[config.mk]
export PLATFORM = sky130hd
export DESIGN_NAME = exc_ctrl
export DESIGN_NICKNAME = d
export VERILOG_FILES = /design/src/rtl/exc_pkg.sv /design/src/rtl/irq_sync.sv /design/src/rtl/exc_ctrl.sv
export SDC_FILE = /design/constraint.sdc
export NUM_CORES = 1
export LEC_CHECK = 0
export CORE_MARGIN = 2
export CORE_UTILIZATION = 35
export DETAILED_ROUTE_END_ITERATION = 10
export PLACE_DENSITY = 0.76
export SKIP_CTS_REPAIR_TIMING = 1
export SYNTH_ARGS = -nofsm -noshare
export SYNTH_HDL_FRONTEND = slang
export SYNTH_SLANG_ARGS = --single-unit
[constraint.sdc]
create_clock -name clk -period 2.9 [get_ports clk]
set_clock_uncertainty 0.1 [all_clocks]
set_input_delay 0.725 -clock clk [delete_from_list [all_inputs] [get_ports clk]]
set_output_delay 0.725 -clock clk [all_outputs]
set_load 0.01 [all_outputs]
[src/rtl/exc_pkg.sv]
// exc_pkg: shared ESR codes and sequencer state encoding for exc_ctrl
package exc_pkg;
  localparam logic [3:0] ESR_NONE   = 4'b0000;
  localparam logic [3:0] ESR_IRQ    = 4'b0001;
  localparam logic [3:0] ESR_BADOP  = 4'b0010;
  localparam logic [3:0] ESR_DOUBLE = 4'b1111;
  typedef enum logic [2:0] {RUN, FLUSH, VECTOR, HANDLER, RETURN, HALT} state_t;
endpackage

[src/rtl/irq_sync.sv]
// irq_sync: two-flop synchronizer with a one-cycle rising-edge pulse
module irq_sync (
  input  logic clk,
  input  logic reset,
  input  logic async_in,
  output logic rise
);
  logic [2:0] sh;
  always_ff @(posedge clk or posedge reset)
    if (reset) sh <= '0;
    else sh <= {sh[1:0], async_in};
  assign rise = sh[1] & ~sh[2];
endmodule

[src/rtl/exc_ctrl.sv]
// exc_ctrl: LEGv8 exception sequencer driving flush, vector and ERET redirection
module exc_ctrl
  import exc_pkg::*;
#(
  parameter int              PC_W         = 64,
  parameter int              FLUSH_CYCLES = 2,
  parameter logic [PC_W-1:0] EXC_VECTOR   = 'h0000_0000_0000_00D8
) (
  input  logic            clk,
  input  logic            reset,
  input  logic            ExtIRQ,
  input  logic            instr_valid,
  input  logic            NotAnInstr,
  input  logic            ERet,
  input  logic [PC_W-1:0] pc_d,
  output logic            exc_flush,
  output logic            pc_sel_exc,
  output logic            pc_sel_eret,
  output logic [PC_W-1:0] exc_vector_o,
  output logic [PC_W-1:0] elr_o,
  output logic [3:0]      esr_o,
  output logic            in_handler,
  output logic            irq_ack,
  output logic            halt
);
  state_t          state, state_n;
  logic [3:0]      cnt, cnt_n, esr_n;
  logic [PC_W-1:0] elr_n;
  logic            irq_edge, irq_pend;
  irq_sync u_sync (.clk, .reset, .async_in(ExtIRQ), .rise(irq_edge));
  always_ff @(posedge clk or posedge reset)
    if (reset) begin
      state    <= RUN;
      cnt      <= '0;
      elr_o    <= '0;
      esr_o    <= ESR_NONE;
      irq_pend <= 1'b0;
    end else begin
      state    <= state_n;
      cnt      <= cnt_n;
      elr_o    <= elr_n;
      esr_o    <= esr_n;
      irq_pend <= irq_edge | (irq_pend & ~irq_ack);
    end
  always_comb begin
    state_n = state;
    cnt_n   = cnt;
    elr_n   = elr_o;
    esr_n   = esr_o;
    irq_ack = 1'b0;
    case (state)
      RUN: if (instr_valid && (irq_pend || NotAnInstr)) begin
        irq_ack = irq_pend;
        state_n = FLUSH;
        cnt_n   = 4'(FLUSH_CYCLES - 1);
        elr_n   = pc_d;
        esr_n   = irq_pend ? ESR_IRQ : ESR_BADOP;
      end
      FLUSH: begin
        cnt_n   = (cnt == '0) ? cnt : cnt - 4'd1;
        state_n = (cnt == '0) ? VECTOR : FLUSH;
      end
      VECTOR: state_n = HANDLER;
      HANDLER: if (instr_valid && NotAnInstr) begin
        state_n = HALT;
        esr_n   = ESR_DOUBLE;
      end else if (instr_valid && ERet) state_n = RETURN;
      RETURN: begin
        state_n = RUN;
        esr_n   = ESR_NONE;
      end
      default: state_n = HALT;
    endcase
  end
  assign exc_flush    = state inside {FLUSH, VECTOR, RETURN, HALT};
  assign pc_sel_exc   = state == VECTOR;
  assign pc_sel_eret  = state == RETURN;
  assign in_handler   = state == HANDLER;
  assign halt         = state == HALT;
  assign exc_vector_o = EXC_VECTOR;
endmodule

* Word level (Yosys, flattened, before mapping)
Cells that the tools add are included.
** Storage, ports and cells
- Register bits :: 79
- Bits in latches :: 0
- RAM bits :: 0
- Bits in read-only memories :: 0
- Input port bits :: 70
- Output and inout bits :: 138
- Word-level logic and storage cells :: 48
- Memories kept :: 0
** Operators by class
- Add/subtract/negate cells :: 1
- $mul :: 0
- Div/mod/pow operators :: 0
- $lt $le $gt $ge :: 0
- Equal/unequal tests :: 9
- Shifts and indexed selects :: 0
- Multiplexer cells :: 14
- Bitwise logic cells :: 5
- Reduce and logical (&&, ||, !) cells :: 13
** Operator list (count)
- $mux 4 :: 4
- $pmux 3 s5 :: 1
- $pmux 4 s3 :: 1
- $mux 3 :: 3
- $pmux 4 s2 :: 1
- $eq 3x2->1 const B :: 2
- $eq 3x3->1 const B :: 2
- $reduce_and 3->1 :: 2
- $logic_not 4->1 :: 1
- $mux 2 :: 2
- $ne 2x2->1 const B :: 2
- $reduce_and 2->1 :: 2
- $reduce_bool 4->1 :: 1
- $sub 4x1->4 const B :: 1
- $eq 3x1->1 const B :: 1
- $logic_and 1x1->1 :: 3
- $logic_not 3->1 :: 1
- $ne 3x1->1 const B :: 1
- $reduce_bool 3->1 :: 1
- $and 1x1->1 :: 2
- $mux 1 :: 2
- $ne 2x1->1 const B :: 1
- $not 1->1 :: 2
- $reduce_bool 2->1 :: 1
- 2 further kinds :: 2

* Longest topological paths before layout
Gate-level depths: netlist of run 1.
- Depth in word-level cells :: 7
- Mapped depth :: 6
- Depth with buffers taken out :: 5

* By module
From an unflattened synthesis of run 1, not the netlist that was laid out.
** Unflattened totals
- Cells, all modules :: 286
- Area, all modules :: 3642.2 um^2
** By module, submodules not included
- exc_ctrl :: instances 1, cells an instance 281, area an instance 3549.7 um^2, sequential area each 1876.8 um^2
- irq_sync :: instances 1, cells an instance 5, area an instance 92.6 um^2, sequential area each 75.1 um^2

* Worst setup path before layout of run 1
Ideal clock, no wire load.
- Path kind :: input port to flip-flop
- Start point :: input port instr_valid
- End point :: register elr_o[44]
- Library setup time :: 0.127 ns
- Arrival time :: 2.097 ns
- Data required time :: 2.673 ns
- Path slack :: 0.575 ns
- Cell stages on the path :: 6
- Buffers on the path :: 3
- Cells stage by stage :: buf_2 -> or4b_4 -> nor2_4 -> buf_6 -> buf_8 -> mux2_1
** On the way
- Cells in the longest elaborated chain, start to end :: 2
** RTL lines
- start: declaration :: RTL line exc_ctrl.sv:12 : input logic instr_valid,
- $logic_and 1x1->1 :: RTL line exc_ctrl.sv:52 : RUN: if (instr_valid && (irq_pend || NotAnInstr)) begin
- $reduce_and 2->1 (no line)
- end signal: assignment :: RTL line exc_ctrl.sv:41 : elr_o <= elr_n;
- end: declaration :: RTL line exc_ctrl.sv:20 : output logic [PC_W-1:0] elr_o,
No other way between the ends.
A chain may end at the register's enable or synchronous reset.

* Final worst setup path of run 1
- Start point :: register state[2]
- End point :: output port in_handler
** On the way
- Cells in the longest elaborated chain, start to end :: 1
** RTL lines
- start: declaration :: RTL line exc_ctrl.sv:26 : state_t state, state_n;
- start signal: assignment :: RTL line exc_ctrl.sv:39 : state <= state_n;
- $eq 3x2->1 :: RTL line exc_ctrl.sv:78 : assign in_handler = state == HANDLER;
- end: declaration :: RTL line exc_ctrl.sv:22 : output logic in_handler,
No other way between the ends.

==> results.md, run 1 <==
- Die area: 0.0118 mm²
- Routed WL per cell: 13.7 µm
- Crit end category: primary output
- Synth unique cells: 43
- Layout fillers: 947
- Core outline area: 0.0107 mm²
- PwrDens: 431 mW/mm²
- Final std cells w/o fill: 587
- Clock-pin slew of the registers on the worst-case setup and hold paths: 0.08 ns
- Setup CP Type: reg -> out
- Initial antenna violation count: 0
- CTS root buffer: clkbuf_8
- TritonRoute pass-1 iters: 4
- CP arrival: 1.93 ns
- Unrepaired setup endpoints after global routing: no
- Asr flop ratio synth: 100%
- Avg Inst Size Synth: 13.4 µm²
- DRT iter0 DRCs: 52
- Final net count: 514
- Slew margin rel.: 54.5%
- Worst Hold Class: reg -> reg
- Ant diodes: 0
- Via count: 2,527
- Clk sink count: 78
- Sequential area share after synthesis: 50.9%
- Critical Path Start Type: flip-flop
- Antenna-violating nets left: 0
- Ys flop type: dfrtp_1
- Max Slew Vio Count: 0
- GRT overflow: 0
- Max FO, Critical Path: 15
- Die width: 109 µm
- Crit share post-route: 95.0%
- Gpl congestion: 0.782
- Share of cells above drive strength 1: 21.0%
- Worst-Skew Late Latency: 0.34 ns
- Mean number of vias per cell: 4.30
- Mapped Cells: 287
- Pwr Total: 2.36 mW
- HPWL Detailed: 6.06 mm
- Max Freq: 363 MHz
- H-tree levels: 3
- EDFF count, synth: 0
- Status: complete, no violations
- Area Growth Syn to Fin: 42.8%
- Total wire length: 8.07 mm
- Initial Util: 35.7%
- Die H: 109 µm
- CTS tree: done
- IO Port Bufs: 143
- Clock Path Buffers: 2
- Post-layout min period: 2.76 ns
- Worst Tran Pin Value: 0.682 ns
- DRC Markers: 0
- Req. time, crit path: 2.08 ns
- Design Area, Final: 0.00548 mm²
- Setup TNS: 0 ns
- Hold Fails Final Rpt: 0
- Total GRT Usage: 14.0%
- First-pass GRT wire length: 12.5 mm
- Max_cap viols: 0
- DP Area: 0.00525 mm²
- Peak VDD IR: 230 µV
- Synth warn: 0
- Seq cells post-synth: 78
- Vias in the first global route: 2,521
- CTS Buf Count: 9
- # rows: 38
- Utilization after layout: 51.0%
- Static leakage: 2.53 nW
- Top Ports: 208
- Mapped cell area: 0.00384 mm²
- Final setup viols: 0
- Largest net degree at the start of global routing: 42
- # placed instances: 571
==> cell usage in the layout (no fill, tap or decap), types with 2 or more instances in the layout <==
cell	instances
inv_1	4
and3_1	2
nor4b_1	2
nor2_1	6
clkdlybuf4s50_1	142
a21oi_1	4
mux2_2	25
or4_1	2
and4b_1	2
nand2b_1	2
dfrtp_1	77
ha_1	2
bufinv_16	2
a211oi_1	3
clkbuf_8	10
mux2_4	30
nand2_1	4
mux2_1	9
conb_1	64
nor3_1	3
o21ai_0	6
clkinv_2	2
clkinv_4	2
buf_12	5
mux2i_1	2
buf_4	12
==> cells by family after synthesis <==
kind of cell    count (synthesis)  synth area share (%)
compound gates                 22                  3.82
xor+xnor                        1                 0.228
fa+ha+maj                       2                 0.652
buf+inv                        83                  16.7
flops                          78                  50.9
mux                            66                  22.2
other cells                     2                 0.196
simple gates                   33                  5.32
==> per-stage QoR <==
| step | hold slack [ns] | setup slack [ns] |
|---|---|---|
| after floorplan | 0.231 | 0.0800 |
| after global placement | 0.244 | 0.0238 |
| after detailed placement | 0.235 | 0.00428 |
| after CTS | 0.252 | 0.000512 |
| after global routing | 0.262 | 0.0579 |
| final | 0.251 | 0.144 |
==> cells in the mapped netlist, drive strengths merged, types with 2 or more instances <==
| library cell | n | area, µm² |
|---|---|---|
| nor4b | 2 | 17.5 |
| mux2 | 64 | 833 |
| or4 | 2 | 15.0 |
| dfrtp | 78 | 1950 |
| nor3 | 3 | 15.0 |
| clkbuf | 4 | 15.0 |
| inv | 5 | 18.8 |
| nor2b | 2 | 12.5 |
| buf | 74 | 606 |
| a211oi | 3 | 22.5 |
| nor2 | 8 | 37.5 |
| o21ai | 6 | 30.0 |
| a21oi | 4 | 20.0 |
| mux2i | 2 | 20.0 |
| ha | 2 | 25.0 |
| nand2b | 2 | 12.5 |
| nand2 | 4 | 15.0 |
| conb | 2 | 7.51 |
| and3 | 2 | 12.5 |
| and4b | 2 | 20.0 |
==> state kept, by name, indices dropped and copies added, names as in the netlist <==
| register | flops |
|---|---|
| elr_o | 64 |
| state | 3 |
| irq_pend | 1 |
| esr_o | 3 |
| cnt | 4 |
| u_sync.sh | 3 |
==> cell type report <==
| cell class | count | area [µm²] | share of cell area [%] |
|---|---|---|---|
| timing repair buffer | 160 | 1620 | 29.6 |
| tap | 140 | 175 | 3.20 |
| inverter | 5 | 20.0 | 0.365 |
| multi-input combinational | 188 | 1480 | 27.1 |
| clock buffer | 11 | 141 | 2.58 |
| clock inverter | 5 | 82.6 | 1.51 |
| sequential | 78 | 1950 | 35.6 |
==> where the power goes <==
group / switching [mW] / internal (mW)
Sequential: 0.0202 / 1.12
Clock: 0.405 / 0.511
Combinational: 0.121 / 0.180
==> final timing paths <==
kind / start / to / slack (ns) / cells after the start
worst max-delay path: state[2]$_DFFE_PP0P_ / in_handler / 0.14 / 3
min in group asynchronous: reset / elr_o[19]$_DFFE_PP0P_ / 0.69 / 2
worst max register to register: state[1]$_DFFE_PP0P_ / elr_o[25]$_DFFE_PP0P_ / 0.61 / 5
worst min register to register: u_sync.sh[0]$_DFF_PP0_ / u_sync.sh[1]$_DFF_PP0_ / 0.25 / 0
worst min-delay path: u_sync.sh[0]$_DFF_PP0_ / u_sync.sh[1]$_DFF_PP0_ / 0.25 / 0
max in group asynchronous: reset / state[0]$_DFFE_PP0P_ / 1.36 / 3
==> critical path: stages, from the launching register on <==
cell	delay, ns
dfrtp_1	0.55
nand2b_1	0.34
nor2_1	0.15
clkdlybuf4s50_1	0.55
==> per-layer routing <==
metal | vias to the layer above | part of all wire, % | global-route usage, %
li1 | 1158 | - | -
met1 | 1226 | 40 | 16.4
met2 | 128 | 50 | 23.3
met3 | 15 | 7.6 | 4.18
met4 | 0 | 2.1 | 7.23
met5 | - | 0 | 0
Note: power is estimated with default switching activity, not from simulation.
==> run 2, diff against run 1 <==
--- a/config.mk
+++ b/config.mk
@@ -5,11 +5,13 @@
 export SDC_FILE = /design/constraint.sdc
 export NUM_CORES = 1
 export LEC_CHECK = 0
+export CAP_MARGIN = 20
 export CORE_MARGIN = 2
 export CORE_UTILIZATION = 35
 export DETAILED_ROUTE_END_ITERATION = 10
 export PLACE_DENSITY = 0.76
 export SKIP_CTS_REPAIR_TIMING = 1
+export SLEW_MARGIN = 20
 export SYNTH_ARGS = -nofsm -noshare
 export SYNTH_HDL_FRONTEND = slang
 export SYNTH_SLANG_ARGS = --single-unit
==> results of run 2 <==
Same layout as run 1: the final DEF is identical, and so are final timing and power.
==> run 3, diff against run 2 <==
--- a/config.mk
+++ b/config.mk
@@ -6,10 +6,12 @@
 export NUM_CORES = 1
 export LEC_CHECK = 0
 export CAP_MARGIN = 20
+export CELL_PAD_IN_SITES_DETAIL_PLACEMENT = 1
+export CELL_PAD_IN_SITES_GLOBAL_PLACEMENT = 1
 export CORE_MARGIN = 2
-export CORE_UTILIZATION = 35
+export CORE_UTILIZATION = 27
 export DETAILED_ROUTE_END_ITERATION = 10
-export PLACE_DENSITY = 0.76
+export PLACE_DENSITY_LB_ADDON = 0.1
 export SKIP_CTS_REPAIR_TIMING = 1
 export SLEW_MARGIN = 20
 export SYNTH_ARGS = -nofsm -noshare
==> results.md, run 3 (same netlist as run 1, synthesis figures left out) <==
- Status: complete, no violations
- Worst Hold Class: reg -> reg
- Largest reg by FF count: elr_o
- Via count: 2,526
- Crit end category: primary output
- Max Freq: 350 MHz
- Sequential power share: 44.1%
- Commonest non-fill, non-tap cell in the layout: clkdlybuf4s50_1
- Total GRT Usage: 12.1%
- Max FO, Critical Path: 2
- Combinational power share: 11.7%
- First-pass GRT wire length: 13.7 mm
- Pwr Total: 2.60 mW
- CTS root buffer: clkbuf_16
- Top Ports: 208
- Unrepaired setup endpoints after global routing: no
- Worst Hold End: u_sync.sh[1]$_DFF_PP0_
- Ant diodes: 0
- Bufs and invs on worst path: 2
- HPWL Detailed: 6.49 mm
- Most frequent cells in the layout: clkdlybuf4s50_1, dfrtp_1, conb_1
- Clock-pin slew of the registers on the worst-case setup and hold paths: 0.06 ns
- Sequential Area: 0.00195 mm²
- Setup TNS: 0 ns
- Post-layout min period: 2.86 ns
- IO Port Bufs: 143
- Worst path cell trace: clkdlybuf4s50_1, nor2b_2, and3_1, clkdlybuf4s50_1
- Largest net degree at the start of global routing: 40
- Max stage delay on crit path: 0.54 ns
- Share of cells above drive strength 1: 20.0%
- Final net count: 511
- # rows: 43
- Layout fillers: 1,515
- H-tree levels: 3
- Req. time, crit path: 2.08 ns
- DRC Markers: 0
- Hold Fails Final Rpt: 0
- RR Startpoint: state[1]$_DFFE_PP0P_
- CTS Buf Count: 9
- Initial antenna violation count: 0
- Die width: 123 µm
- Die H: 123 µm
- Peak VDD IR: 299 µV
- Worst R2R End: elr_o[28]$_DFFE_PP0P_
- GRT overflow: 0
- Slowest CP cell: clkdlybuf4s50_1
- Crit share post-route: 98.5%
- Clock network power share: 44.2%
- Core outline area: 0.0139 mm²
- Final setup viols: 0
- Initial Util: 27.6%
- Crit path top cell by count: clkdlybuf4s50_1
- Vias in the first global route: 2,623
- Hold_sp: u_sync.sh[0]$_DFF_PP0_
- Clock Path Buffers: 2
- Utilization after layout: 40.0%
- DRT iter0 DRCs: 103
- Setup CP Type: in -> out
- Max Slew Vio Count: 0
- Reg2reg setup slack: 0.66 ns
- Die area: 0.0152 mm²
- Mean number of vias per cell: 4.05
- DP Area: 0.00525 mm²
- Worst-Skew Late Latency: 0.34 ns
- Max_cap viols: 0
- Switching share of power: 23.1%
- Critical Path Start Type: primary input
- Routed WL per cell: 14.4 µm
- Number of flip-flops in the largest register: 64
- Static leakage: 2.52 nW
- PwrDens: 468 mW/mm²
- Area Growth Syn to Fin: 44.7%
- Footprint of the multi-input gates: 0.00148 mm²
- Antenna-violating nets left: 0
- Worst hold path depth: 0
- Total wire length: 8.97 mm
- Gpl congestion: 0.740
- CP arrival: 2.03 ns
- Top flop regs: elr_o: 64 flops, cnt: 4 flops
- Int Pwr: 2.00 mW
- Design Area, Final: 0.00555 mm²
- Clk sink count: 78
- CTS tree: done
- Sw Pwr: 0.600 mW
- CP delay by family, top: buffers and inverters
- Reg2Reg Depth: 5
- TritonRoute pass-1 iters: 3
==> run 3: changes by cell type in the layout (fill, tap and decap cells not counted), sizes merged <==
cell	change
buf	-3
bufinv	-1
clkdlybuf4s50	+1
clkinv	-1
clkinvlp	+2
dlymetal6s2s	-1
==> run 3: worst max path at each step <==
| stage | start | end | cells past startpoint | slack [ns] |
|---|---|---|---|---|
| detailed placement | instr_valid | irq_ack | 4 | 0.01 |
| global route | instr_valid | irq_ack | 4 | 0.008 |
| global placement | instr_valid | irq_ack | 4 | 0.02 |
| finish | instr_valid | irq_ack | 4 | 0.04 |
| floorplan | reset | cnt[0]$_DFFE_PP0P_ | 1 | 0.08 |
| CTS | instr_valid | irq_ack | 4 | 0.01 |
==> run 3: area by class of cell <==
class	instances	area share, %
Sequential cell	78	35.2
Timing Repair Buffer	157	28.3
Clock inverter	5	1.06
Tap cell	180	4.06
Multi-Input combinational cell	188	26.7
Clock buffer	11	4.37
Inverter	5	0.361
==> run 3: worst register-to-register path: cells and delay by family (launching register included) <==
family / cells / cell delay (ns)
buffers and inverters: 2 / 0.45
DFF: 1 / 0.47
muxes: 1 / 0.37
and+or+nand+nor: 2 / 0.75
==> run 3: stage by stage <==
step	hold slack (ns)	setup WS [ns]	instances
after global placement	0.233	0.0229	608
after detailed placement	0.239	0.0137	608
after CTS	0.256	0.0137	624
after global routing	0.265	0.00832	624
after floorplan	0.231	0.0800	349
final	0.251	0.0444	624
==> run 3: metal layers <==
| layer | vias up | part of all wire (%) | track usage (%) |
|---|---|---|---|
| met2 | 114 | 46 | 18.1 |
| met5 | - | 0 | 0 |
| li1 | 1154 | - | - |
| met3 | 11 | 13 | 8.07 |
| met4 | 0 | 1.6 | 4.47 |
| met1 | 1247 | 39 | 13.6 |
==> run 3: power by group through the flow <==
stage,Sequential (mW),Combinational [mW],Clock (mW)
global placement,1.16,0.304,0
finish,1.15,0.304,1.15
floorplan,1.18,0.164,0
detailed placement,1.17,0.307,0
global route,1.15,0.333,1.24
CTS,1.15,0.308,1.20
==> edit 1: new RTL, settings of run 1 <==
Change the parameter `PC_W` from 64 to 96.
--- a/src/rtl/exc_ctrl.sv
+++ b/src/rtl/exc_ctrl.sv
@@ -2,7 +2,7 @@
 module exc_ctrl
   import exc_pkg::*;
 #(
-  parameter int              PC_W         = 64,
+  parameter int              PC_W         = 96,
   parameter int              FLUSH_CYCLES = 2,
   parameter logic [PC_W-1:0] EXC_VECTOR   = 'h0000_0000_0000_00D8
 ) (
Interface: changed (resized elr_o, exc_vector_o and pc_d); port bits go from 208 to 304. The function was not compared with the original's and may differ.
==> edit 1 against run 1 <==
Power rose to 3.1 times the old value. Via count up 36%. Clock power up 27%. Wire length up 45%. Sequential power up 140%. Largest cell class unchanged. Area after synthesis up 34%. Combinational power rose to 12 times the old value. Final area up 34%. Sequential cell count up 32. Largest power group is now combinational logic. Worst setup slack better by 0.0013 ns.
==> edit 1: results <==
group,metric,value,unit
route,wl_met3,1460,um
cells_and_area,buf_share,29.8,%
synth,synth_cells,387,
grt,grt_pass1_wl,18400,um
worst_setup_path,slowest_delay,0.47,ns
placement,place_congestion,0.813,
power,vdd_drop_max,0.558,mV
placement,dp.cells,769,
cells_and_area,multi_input_area_share,25.5,%
placement,io_buffer_count,207,
route,drtIter0Drc,85,
route,post_drt_wl_per_cell,14.9,um
cells_and_area,signal_buffers,217,
cells_and_area,fin_cells,784,
cells_and_area,multi_input_cells,252,
worst_setup_path,crit_family,"buffers and inverters",
synth,yosys.area_share.xor_xnor,0.170,%
cells_and_area,seqCellArea,2750,um2
cells_and_area,syn2layout_area_growth,42.5,%
synth,synth.area.top_cells,"dfrtp_1 53%, buf_4 15%, mux2_2 15%",
power,switchingPower,2.32,mW
grt,met3_usage,7.40,%
route,dr_wl_met2,5840,um
run_status,outcome,"finished clean",
cts,cts_sinks,110,
cts,cts-root-buf,"clkbuf_16",
power,pwr-share-seq,36.6,%
cells_and_area,top_regs,"elr_o: 96 flops, cnt: 4 flops",
synth,synth_fa_ha_area_share,0.485,%
synth,ys_types,42,
synth,synth_seq_area_share,53.4,%
cells_and_area,fin_nets,700,
grt,grt_use_met1,15.1,%
worst_setup_path,cp_max_fo,2,
grt,grt_pass1_vias,3601,
grt,gr-usage-all-layers,14.9,%
route,m1WireLength,4090,um
cells_and_area,inv_count,6,
grt,met2_usage,25.6,%
cells_and_area,drive_gt1_share,17.7,%
edit 1: cell types whose count changed after synthesis, moves of 4 or more:
| cell | before | now |
|---|---|---|
| mux2_2 | 25 | 68 |
| mux2_1 | 9 | 20 |
| dfrtp_1 | 78 | 110 |
| mux2_4 | 30 | 9 |
| buf_4 | 67 | 103 |
| nor2_1 | 7 | 11 |
edit 1: final timing paths:
| path | end | cells past startpoint | slack [ns] | from |
|---|---|---|---|---|
| min in group asynchronous | elr_o[95] | 3 | 0.78 | reset |
| max reg2reg | elr_o[81] | 5 | 0.81 | state[0] |
| max | irq_ack | 4 | 0.15 | instr_valid |
| min reg2reg | u_sync.sh[1] | 0 | 0.26 | u_sync.sh[0] |
| min | u_sync.sh[1] | 0 | 0.26 | u_sync.sh[0] |
| max in group asynchronous | elr_o[94] | 3 | 1.46 | reset |
==> edit 2: new RTL, config.mk and constraints of run 1 <==
Without the edit above. Register the output `irq_ack`, without a reset; this adds one clock of latency there. The other outputs are not delayed to match.
--- a/src/rtl/exc_ctrl.sv
+++ b/src/rtl/exc_ctrl.sv
@@ -23,6 +23,8 @@
   output logic            irq_ack,
   output logic            halt
 );
+
+  logic irq_ack_d;
   state_t          state, state_n;
   logic [3:0]      cnt, cnt_n, esr_n;
   logic [PC_W-1:0] elr_n;
@@ -40,17 +42,17 @@
       cnt      <= cnt_n;
       elr_o    <= elr_n;
       esr_o    <= esr_n;
-      irq_pend <= irq_edge | (irq_pend & ~irq_ack);
+      irq_pend <= irq_edge | (irq_pend & ~irq_ack_d);
     end
   always_comb begin
     state_n = state;
     cnt_n   = cnt;
     elr_n   = elr_o;
     esr_n   = esr_o;
-    irq_ack = 1'b0;
+    irq_ack_d = 1'b0;
     case (state)
       RUN: if (instr_valid && (irq_pend || NotAnInstr)) begin
-        irq_ack = irq_pend;
+        irq_ack_d = irq_pend;
         state_n = FLUSH;
         cnt_n   = 4'(FLUSH_CYCLES - 1);
         elr_n   = pc_d;
@@ -78,5 +80,9 @@
   assign in_handler   = state == HANDLER;
   assign halt         = state == HALT;
   assign exc_vector_o = EXC_VECTOR;
+  always_ff @(posedge clk) begin
+    irq_ack <= irq_ack_d;
+  end
+
 endmodule
 
Function: changed (a bounded check fails within 4 cycles, from zero or initial values and one cycle with reset high).
==> edit 2 against run 1 <==
Power rose by 0.78%. Maximum frequency fell by 0.31%. Wire length fell by 2.9%. Clock power rose by 0.8%. Core utilization fell by 1.1 points. Sequential share of layout area rose by 1.0 points. Worst setup slack got worse by 0.0085 ns. Final area fell by 1.8%. Cell count fell by 1.9%. Highest routed layer unchanged. Area after synthesis rose by 0.52%. Critical path depth did not move. Sequential cell count rose by 1.
==> edit 2: results <==
group,metric,value,unit
worst_setup_path,r2r-start,"state[0]",
route,drtPass1Iterations,5,
grt,grt_pass1_vias,2515,
min_path,min_from,"u_sync.sh[0]",
route,post_drt_wl_per_cell,13.6,um
cells_and_area,nFillCells,968,
synth,synth_cells,288,
placement,pre_cts_slack,0.0931,ns
cells_and_area,drive_gt1_share,18.3,%
synth,synth_seq_area_share,51.1,%
synth,synth_mux_area_share,22.1,%
synth,synthArstFlopShare,98.7,%
placement,hpwlAfterDp,5700,um
synth,ys_types,44,
placement,place_congestion,0.792,
power,leakagePower,2.44,nW
cells_and_area,top_regs,"elr_o: 64 flops, cnt: 4 flops",
synth,synth_compound_area_share,3.80,%
grt,grt_pass1_wl,12400,um
cells_and_area,fin_nets,503,
placement,dp.cells,560,
min_path,min_path_type,"flop to flop",
run_status,outcome,"finished clean",
synth,yosys.area_share.xor_xnor,0.227,%
synth,synth_fa_ha_area_share,0.649,%
grt,gr-usage-all-layers,13.7,%
synth,synth_common_cells,"78 x dfrtp_1, 67 x buf_4, 30 x mux2_4",
synth,yosys_warnings,0,
route,drtIter0Drc,33,
grt,grt_max_degree,79,
placement,io_buffer_count,143,
edit 2: changes by cell type after synthesis:
cell / delta
dfxtp_1: +1
edit 2: path summary, 6_finish.rpt:
kind / to / slack (ns) / cells past startpoint
max in group asynchronous: elr_o[53] / 1.69 / 3
max reg2reg: elr_o[44] / 0.69 / 4
min in group asynchronous: esr_o[0] / 0.67 / 3
min reg2reg: u_sync.sh[1] / 0.26 / 0
min: u_sync.sh[1] / 0.26 / 0
max: in_handler / 0.14 / 3
edit 2: cell type report:
type,count,share of cell area (%)
sequential,79,36.7
inverter,5,0.372
tap,140,3.26
multi-input combinational,188,27.5
clock inverter,6,1.70
timing repair buffer,148,28.0
clock buffer,10,2.56
edit 2: worst max-delay path, delay by kind of cell (launching register included):
| family | cells | cell delay (ns) |
|---|---|---|
| DFF | 1 | 0.55 |
| buffers and inverters | 1 | 0.55 |
| and+or+nand+nor | 2 | 0.49 |
edit 2: power breakdown:
part,switching (mW),internal [mW]
clock network,0.411,0.511
registers,0.0203,1.14
logic,0.120,0.178
total,0.552,1.83
edit 2: stage by stage:
stage	area [um2]	power, mW	utilization (%)	hold WS (ns)
5_1_grt	5380	2.50	49.8	0.267
6_report	5380	2.38	49.8	0.258
2_1_floorplan	4090	1.36	-	0.231
4_1_cts	5380	2.42	49.8	0.263
3_3_place_gp	5150	1.47	47.7	0.237
3_5_place_dp	5150	1.48	47.7	0.243
edit 2: metal layers:
layer  GRT usage [%]  part of all wire, %  vias up
met4            6.50                  2.2        0
li1                -                    -     1139
met3            5.20                  9.2       12
met5               0                    0        -
met2            22.0                   50      129
met1            16.2                   38     1229
